===== src/rtl/sdspi_arbiter_pkg.sv =====
// ---------------------------------------------------------------------------
// sdspi_arbiter_pkg
//   Shared definitions for the sdspihost two-requester arbiter:
//   - arbiter state encoding
//   - command strobe vector width and bit positions
//   - round-robin winner selection helper
// ---------------------------------------------------------------------------
package sdspi_arbiter_pkg;

    // Command strobe vector: {r_multi_block, r_block, r_byte, w_block, w_byte}
    localparam int CMD_W       = 5;
    localparam int CMD_W_BYTE  = 0;
    localparam int CMD_W_BLOCK = 1;
    localparam int CMD_R_BYTE  = 2;
    localparam int CMD_R_BLOCK = 3;
    localparam int CMD_R_MULTI = 4;

    typedef logic [CMD_W-1:0] cmd_t;

    typedef enum logic [2:0] {
        ST_INIT_RST  = 3'd0,
        ST_INIT_WAIT = 3'd1,
        ST_IDLE      = 3'd2,
        ST_OWN       = 3'd3,
        ST_RELEASE   = 3'd4,
        ST_ERR_HOLD  = 3'd5
    } state_e;

    // Winner of an arbitration round: a lone requester always wins, and when
    // both ask the priority pointer decides. Returns the requester index.
    function automatic logic pick_winner(input logic req0,
                                         input logic req1,
                                         input logic ptr);
        logic winner;
        if (req0 && req1) begin
            winner = ptr;
        end else begin
            winner = req1 && !req0;
        end
        return winner;
    endfunction

endpackage : sdspi_arbiter_pkg


===== src/rtl/sdspi_arbiter_busy_watchdog.sv =====
// ---------------------------------------------------------------------------
// sdspi_arbiter_busy_watchdog
//   Counts consecutive enabled cycles and pulses expire_o on the cycle the
//   counter sits at all-ones, i.e. after 2^TIMEOUT_W enabled cycles.
//
// Ports
//   clk       system clock
//   rst       synchronous active-high reset
//   clr_i     clear the count (wins over en_i)
//   en_i      count this cycle
//   expire_o  one-cycle expiry pulse
// ---------------------------------------------------------------------------
module sdspi_arbiter_busy_watchdog #(
    parameter int TIMEOUT_W = 24
) (
    input  logic clk,
    input  logic rst,
    input  logic clr_i,
    input  logic en_i,
    output logic expire_o
);

    logic [TIMEOUT_W-1:0] cnt_q;

    assign expire_o = en_i && !clr_i && (&cnt_q);

    // NOTE: reset is sampled on the clock edge, and all state is updated with
    // non-blocking assignments so every register sees pre-edge values.
    always_ff @(posedge clk) begin
        if (rst || clr_i) begin
            cnt_q <= '0;
        end else if (en_i) begin
            cnt_q <= cnt_q + 1'b1;  // wraps to zero on expiry
        end
    end

endmodule : sdspi_arbiter_busy_watchdog


===== src/rtl/sdspi_arbiter.sv =====
// ---------------------------------------------------------------------------
// sdspi_arbiter
//   Grants the single sdspihost to one of two requesters per session with
//   round-robin priority, owns host reset/initialisation, forwards the owner's
//   commands with one registered cycle and recovers the host after an SD error
//   or a stuck-busy watchdog expiry.
//
// Ports
//   clk, rst                    clock, synchronous active-high reset
//   req0/1                      session request, held for the whole session
//   cmd0/1                      {r_multi_block, r_block, r_byte, w_block, w_byte}
//   addr0/1, wdata0/1           block address and write byte per requester
//   grant0/1                    session granted
//   busy0/1                     spi_busy when granted, else 1
//   err0/1                      sticky error for current/last session
//   rdata                       host read data (meaningful to owner only)
//   init_done                   host initialised
//   timeout                     sticky watchdog flag (cleared by rst only)
//   spi_*                       sdspihost control / status
// ---------------------------------------------------------------------------
module sdspi_arbiter
    import sdspi_arbiter_pkg::*;
#(
    parameter int RST_CYCLES = 16,
    parameter int TIMEOUT_W  = 24
) (
    input  logic             clk,
    input  logic             rst,
    input  logic             req0,
    input  logic             req1,
    input  logic [CMD_W-1:0] cmd0,
    input  logic [CMD_W-1:0] cmd1,
    input  logic [31:0]      addr0,
    input  logic [31:0]      addr1,
    input  logic [7:0]       wdata0,
    input  logic [7:0]       wdata1,
    output logic             grant0,
    output logic             grant1,
    output logic             busy0,
    output logic             busy1,
    output logic             err0,
    output logic             err1,
    output logic [7:0]       rdata,
    output logic             init_done,
    output logic             timeout,
    output logic             spi_rst,
    output logic             spi_r_block,
    output logic             spi_r_multi_block,
    output logic             spi_r_byte,
    output logic             spi_w_block,
    output logic             spi_w_byte,
    output logic [31:0]      spi_block_addr,
    output logic [7:0]       spi_data_in,
    input  logic             spi_busy,
    input  logic             spi_err,
    input  logic             spi_crc_err,
    input  logic [7:0]       spi_data_out
);

    localparam int RST_CNT_W = $clog2(RST_CYCLES + 1);
    localparam logic [RST_CNT_W-1:0] RST_LAST = RST_CNT_W'(RST_CYCLES - 1);

    state_e               state_q, state_d;
    logic [RST_CNT_W-1:0] rst_cnt_q, rst_cnt_d;
    logic                 ptr_q, ptr_d;       // requester favoured on a tie
    logic                 owner_q, owner_d;   // current/last session owner
    logic [1:0]           grant_q, grant_d;
    logic [1:0]           err_q, err_d;
    logic                 init_done_q, init_done_d;
    logic                 timeout_q, timeout_d;
    cmd_t                 spi_cmd_q, spi_cmd_d;
    logic [31:0]          spi_addr_q, spi_addr_d;
    logic [7:0]           spi_wdata_q, spi_wdata_d;

    logic                 owner_req;
    cmd_t                 owner_cmd;
    logic [31:0]          owner_addr;
    logic [7:0]           owner_wdata;
    logic                 host_err;
    logic                 wd_en;
    logic                 wd_expire;
    logic                 winner;

    assign owner_req   = owner_q ? req1   : req0;
    assign owner_cmd   = owner_q ? cmd1   : cmd0;
    assign owner_addr  = owner_q ? addr1  : addr0;
    assign owner_wdata = owner_q ? wdata1 : wdata0;
    assign host_err    = spi_err || spi_crc_err;
    assign winner      = pick_winner(req0, req1, ptr_q);

    // Watchdog only measures busy stretches inside a session.
    assign wd_en = (state_q == ST_OWN) && spi_busy;

    sdspi_arbiter_busy_watchdog #(
        .TIMEOUT_W (TIMEOUT_W)
    ) u_busy_watchdog (
        .clk      (clk),
        .rst      (rst),
        .clr_i    (!wd_en),
        .en_i     (wd_en),
        .expire_o (wd_expire)
    );

    // ---------------------------------------------------------------- state
    always_ff @(posedge clk) begin
        if (rst) begin
            state_q     <= ST_INIT_RST;
            rst_cnt_q   <= '0;
            ptr_q       <= 1'b0;
            owner_q     <= 1'b0;
            grant_q     <= '0;
            err_q       <= '0;
            init_done_q <= 1'b0;
            timeout_q   <= 1'b0;
            spi_cmd_q   <= '0;
            spi_addr_q  <= '0;
            spi_wdata_q <= '0;
        end else begin
            state_q     <= state_d;
            rst_cnt_q   <= rst_cnt_d;
            ptr_q       <= ptr_d;
            owner_q     <= owner_d;
            grant_q     <= grant_d;
            err_q       <= err_d;
            init_done_q <= init_done_d;
            timeout_q   <= timeout_d;
            spi_cmd_q   <= spi_cmd_d;
            spi_addr_q  <= spi_addr_d;
            spi_wdata_q <= spi_wdata_d;
        end
    end

    // ----------------------------------------------------------- next state
    // NOTE: every variable gets a hold/default value first so no path through
    // the case can leave it unassigned and infer a latch.
    always_comb begin
        state_d     = state_q;
        rst_cnt_d   = rst_cnt_q;
        ptr_d       = ptr_q;
        owner_d     = owner_q;
        grant_d     = grant_q;
        err_d       = err_q;
        init_done_d = init_done_q;
        timeout_d   = timeout_q;

        unique case (state_q)
            ST_INIT_RST: begin
                if (rst_cnt_q == RST_LAST) begin
                    rst_cnt_d = '0;
                    state_d   = ST_INIT_WAIT;
                end else begin
                    rst_cnt_d = rst_cnt_q + 1'b1;
                end
            end

            ST_INIT_WAIT: begin
                if (spi_err) begin
                    state_d = ST_INIT_RST;
                end else if (!spi_busy) begin
                    init_done_d = 1'b1;
                    state_d     = ST_IDLE;
                end
            end

            ST_IDLE: begin
                if (req0 || req1) begin
                    owner_d         = winner;
                    grant_d         = winner ? 2'b10 : 2'b01;
                    err_d[winner]   = 1'b0;
                    state_d         = ST_OWN;
                end
            end

            ST_OWN: begin
                // Errors take precedence over a simultaneous release.
                if (host_err || wd_expire) begin
                    err_d[owner_q] = 1'b1;
                    init_done_d    = 1'b0;
                    state_d        = ST_ERR_HOLD;
                    if (wd_expire) begin
                        timeout_d = 1'b1;
                    end
                end else if (!owner_req) begin
                    grant_d = '0;
                    state_d = ST_RELEASE;
                end
            end

            ST_RELEASE: begin
                if (!spi_busy) begin
                    ptr_d   = ~owner_q;
                    state_d = ST_IDLE;
                end
            end

            ST_ERR_HOLD: begin
                // Grant is held so the owner sees err before losing the host.
                if (!owner_req) begin
                    ptr_d     = ~owner_q;
                    grant_d   = '0;
                    rst_cnt_d = '0;
                    state_d   = ST_INIT_RST;
                end
            end

            default: begin
                state_d = ST_INIT_RST;
            end
        endcase
    end

    // -------------------------------------------------------------- outputs
    always_comb begin
        spi_cmd_d   = '0;
        spi_addr_d  = spi_addr_q;
        spi_wdata_d = spi_wdata_q;

        if (state_q == ST_OWN) begin
            spi_addr_d  = owner_addr;
            spi_wdata_d = owner_wdata;
            // A strobe coinciding with release or an error is dropped, and
            // the non-owner's strobes never reach the host.
            if (owner_req && !host_err && !wd_expire) begin
                spi_cmd_d = owner_cmd;
            end
        end

        spi_rst = (state_q == ST_INIT_RST);
        busy0   = grant_q[0] ? spi_busy : 1'b1;
        busy1   = grant_q[1] ? spi_busy : 1'b1;
    end

    assign grant0            = grant_q[0];
    assign grant1            = grant_q[1];
    assign err0              = err_q[0];
    assign err1              = err_q[1];
    assign rdata             = spi_data_out;
    assign init_done         = init_done_q;
    assign timeout           = timeout_q;
    assign spi_r_multi_block = spi_cmd_q[CMD_R_MULTI];
    assign spi_r_block       = spi_cmd_q[CMD_R_BLOCK];
    assign spi_r_byte        = spi_cmd_q[CMD_R_BYTE];
    assign spi_w_block       = spi_cmd_q[CMD_W_BLOCK];
    assign spi_w_byte        = spi_cmd_q[CMD_W_BYTE];
    assign spi_block_addr    = spi_addr_q;
    assign spi_data_in       = spi_wdata_q;

endmodule : sdspi_arbiter


===== config.mk =====
export PLATFORM = sky130hd
export DESIGN_NAME = sdspi_arbiter
export DESIGN_NICKNAME = d
export VERILOG_FILES = /design/src/rtl/sdspi_arbiter_pkg.sv /design/src/rtl/sdspi_arbiter_busy_watchdog.sv /design/src/rtl/sdspi_arbiter.sv
export SDC_FILE = /design/constraint.sdc
export NUM_CORES = 1
export LEC_CHECK = 0
export ABC_CLOCK_PERIOD_IN_PS = 3550
export CAP_MARGIN = 20
export CORE_UTILIZATION = 40
export CTS_CLUSTER_DIAMETER = 150
export DETAILED_ROUTE_END_ITERATION = 8
export GPL_TIMING_DRIVEN = 0
export PLACE_DENSITY_LB_ADDON = 0.2
export SLEW_MARGIN = 20
export SYNTH_ARGS = -nofsm -noshare
export SYNTH_HDL_FRONTEND = slang
export SYNTH_SLANG_ARGS = --single-unit

===== constraint.sdc =====
create_clock -name clk -period 3.55 [get_ports clk]
set_clock_uncertainty 0.1 [all_clocks]
set_input_delay 0.355 -clock clk [delete_from_list [all_inputs] [get_ports clk]]
set_output_delay 0.355 -clock clk [all_outputs]
set_load 0.03 [all_outputs]

==> impl_results.md <==
* Clk sinks at 85
* Yosys top cell by area: dfxtp_1
* CTS Buf Count at 9
* Synth cell count leaders: 85 x dfxtp_1, 83 x nor2_1, 46 x mux2i_1
* Final setup viols at 0
* # rows at 35
* Sw Ratio at 23.6%
* Mapped Area at 3850 um^2
* Worst reg2reg endpoint: state_q[0]
* R2R cell count at 6
* Wire per inst at 13.6 um
* Clk network pwr share at 37.7%
* Combinational power share at 15.5%
* Crit. End Element: primary output
* I/O Pins at 167
* Min Tclk post-route at 2.51 ns
* Routed Antenna Nets at 0
* Syn avg cell area at 8.99 um^2
* Core area at 9280 um^2
* Syn_nets at 535
* DIE AREA at 10000 um^2
* Slew Limit Fails at 0
* Most crowded layer after global routing: met2
* Placed Cells at 715
* Mapped Cells at 428
* Setup ws final at 1.04 ns
* CTS tree: built
* Number of synthesized flops with an enable pin at 0
* Placed instance area at 5590 um^2
* Worst R2R Start: u_busy_watchdog.cnt_q[0]
* Most numerous cell in the Yosys netlist: dfxtp_1
* Met3 Use GR at 5.01%
* Final non-filler cell area at 5820 um^2
* Worst Tran Pin Value at 0.760 ns
* # resized after CTS at 0
* N_diodes at 0
* Skew-Pair Late Insertion Delay at 0.35 ns
* Peak supply drop at 0.150 mV
* Top-area cell type share of the netlist area at 44.2%
* Startpoint types: register
* Hold path endpoint: err_q[1]
* Pwr/cell area at 364 nW/um^2
* Tcrit/Tclk final at 70.6%
* Flop and latch count out of synthesis at 85
* Internal Power at 1.62 mW
* Total grt overflow at 0
* Worst-path fanout max at 10
* Hold-fix buffers, CTS at 0
* Layout area overhead at 51.3%
* Setup bufs post-CTS at 0
* Top FF cell, synth: dfxtp_1
* Post-DP HPWL at 7640 um
* Met1 usage in global routing at 24.9%
* Max_slew headroom at 49.2%
* WHS Path Cells at 2
* Reg power frac at 46.8%
* Psw at 0.499 mW
* Leakage power at 1.90 nW
* Largest net degree at the start of global routing at 14
* First-pass GRT wire length at 16000 um
* Area contributors post-synth: dfxtp_1 44%, mux2i_1 12%, nor2_1 8.1%, a211oi_1 8.0%, xor2_1 3.6%
* Pre-CTS setup slack at 0.891 ns
* Root Driver: clkbuf_8
* Final number of hold-violating endpoints at 0
* Setup TNS Final at 0 ns
* Port bufs at 158
* Die Y at 100 um
* Nets at 704
* RePlAce Congestion at 0.804
* Total GRT Usage at 20.1%
* H-Tree Level Count at 3
* Post-Layout Cell Count at 730
* Min-Delay Path Class: register to register
* Post-route DRC violation count at 0
* Share of cells above drive strength 1 at 5.32%
* WS Path Type: register to primary output
* Die Width at 100 um
* Met2 usage at 33.5%
* Clk buf depth at 2
* Required @ worst endpoint at 3.09 ns
* R2R setup slack at 1.36 ns
* Vias per cell at 4.99
* Via count at 3640
* WP data arrival at 2.05 ns
* Vias in the first global route at 3500
* First-pass iteration count of the detailed router at 4
* Fmax at 399 MHz
* MaxCap Viol Count at 0
* Yosys synthesis warning count at 0
* Async S/R FF share, synth at 0%
* Starting DRT DRC Count at 149
* Synth unique cells at 41
* Sequential fraction of the synthesis area at 44.2%
* Outcome: completed
* RSZ-0062 raised after global routing: no
* Fillers at 856
* Antenna violations before repair at 0
* Worst-path clk slew at 0.08 ns
* Starting Density at 41.4%
* Min-delay src: err_q[1]
* WL final at 9900 um
layout make-up:
type	instances	area, um^2	area share [%]
Buffer	35	170	2.92
Clock buffer	11	131	2.26
Clock inverter	4	97.6	1.68
Inverter	7	26.3	0.452
Multi-Input combinational cell	301	1950	33.5
Sequential cell	85	1700	29.2
Tap cell	129	161	2.77
Timing Repair Buffer	158	1580	27.2
power groups by stage:
stage,combinational (mW),clock (mW),sequential (mW)
5_1_grt,0.361,0.847,0.994
3_3_place_gp,0.319,0,1.01
4_1_cts,0.330,0.808,0.991
6_report,0.329,0.797,0.991
3_5_place_dp,0.328,0,1.01
2_1_floorplan,0.149,0,1.02
layout by cell type, fill, tap and decap left out, types with 4 or more instances in the layout:
cell type        instances
clkdlybuf4s50_1        158
dfxtp_1                 85
nor2_1                  83
mux2i_1                 46
a211oi_1                41
clkbuf_1                24
a21oi_1                 16
xor2_1                  16
nand2_1                 13
nand3_1                 12
nand4_1                 11
buf_4                    9
clkbuf_8                 9
nand2b_1                 8
o21ai_0                  8
inv_1                    7
xnor2_1                  6
and3_1                   5
nor3_1                   5
buf_2                    4
a31oi_1                  4
per-stage QoR:
stage          hold slack, ns  power [mW]  utilization [%]
6_report                0.357        2.12             62.7
5_1_grt                 0.397        2.20             62.7
4_1_cts                 0.363        2.13             62.7
3_5_place_dp            0.351        1.34             60.2
3_3_place_gp            0.336        1.33             60.2
2_1_floorplan           0.341        1.17                -
cell families after synthesis:
kind of cell / Yosys count / share of synthesized area [%]
xor+xnor: 22 / 5.01
mux: 46 / 12.0
buf+inv: 42 / 5.11
flops: 85 / 44.2
fa+ha+maj: 2 / 0.650
compound gates: 76 / 13.4
simple gates: 155 / 19.6
critical path: stages (launching register included):
cell             delay, ns
dfxtp_1               0.33
clkbuf_1              0.21
nor3_2                0.38
clkdlybuf4s50_1       0.78
worst max path at each step:
stage | from | to | cells past startpoint
floorplan | u_busy_watchdog.cnt_q[0] | err_q[0] | 7
finish | state_q[2] | spi_rst | 3
detailed placement | spi_busy | state_q[0] | 6
CTS | state_q[2] | spi_rst | 3
global placement | spi_busy | spi_cmd_q[4] | 6
global route | state_q[2] | spi_rst | 3
flip-flops by register name, indices dropped and copies added, names as in the netlist:
name,count
u_busy_watchdog.cnt_q,24
spi_cmd_q,5
grant_q,2
state_q,3
spi_data_in,8
rst_cnt_q,5
owner_q,1
err_q,2
timeout,1
spi_block_addr,32
init_done,1
ptr_q,1
layer usage:
metal / vias up / share of wire, %
met1: 1663 / 44
met4: 0 / 1.8
met5: - / 0
met2: 119 / 48
li1: 1844 / -
met3: 14 / 6.5
Power figures use the tool's default switching activity.
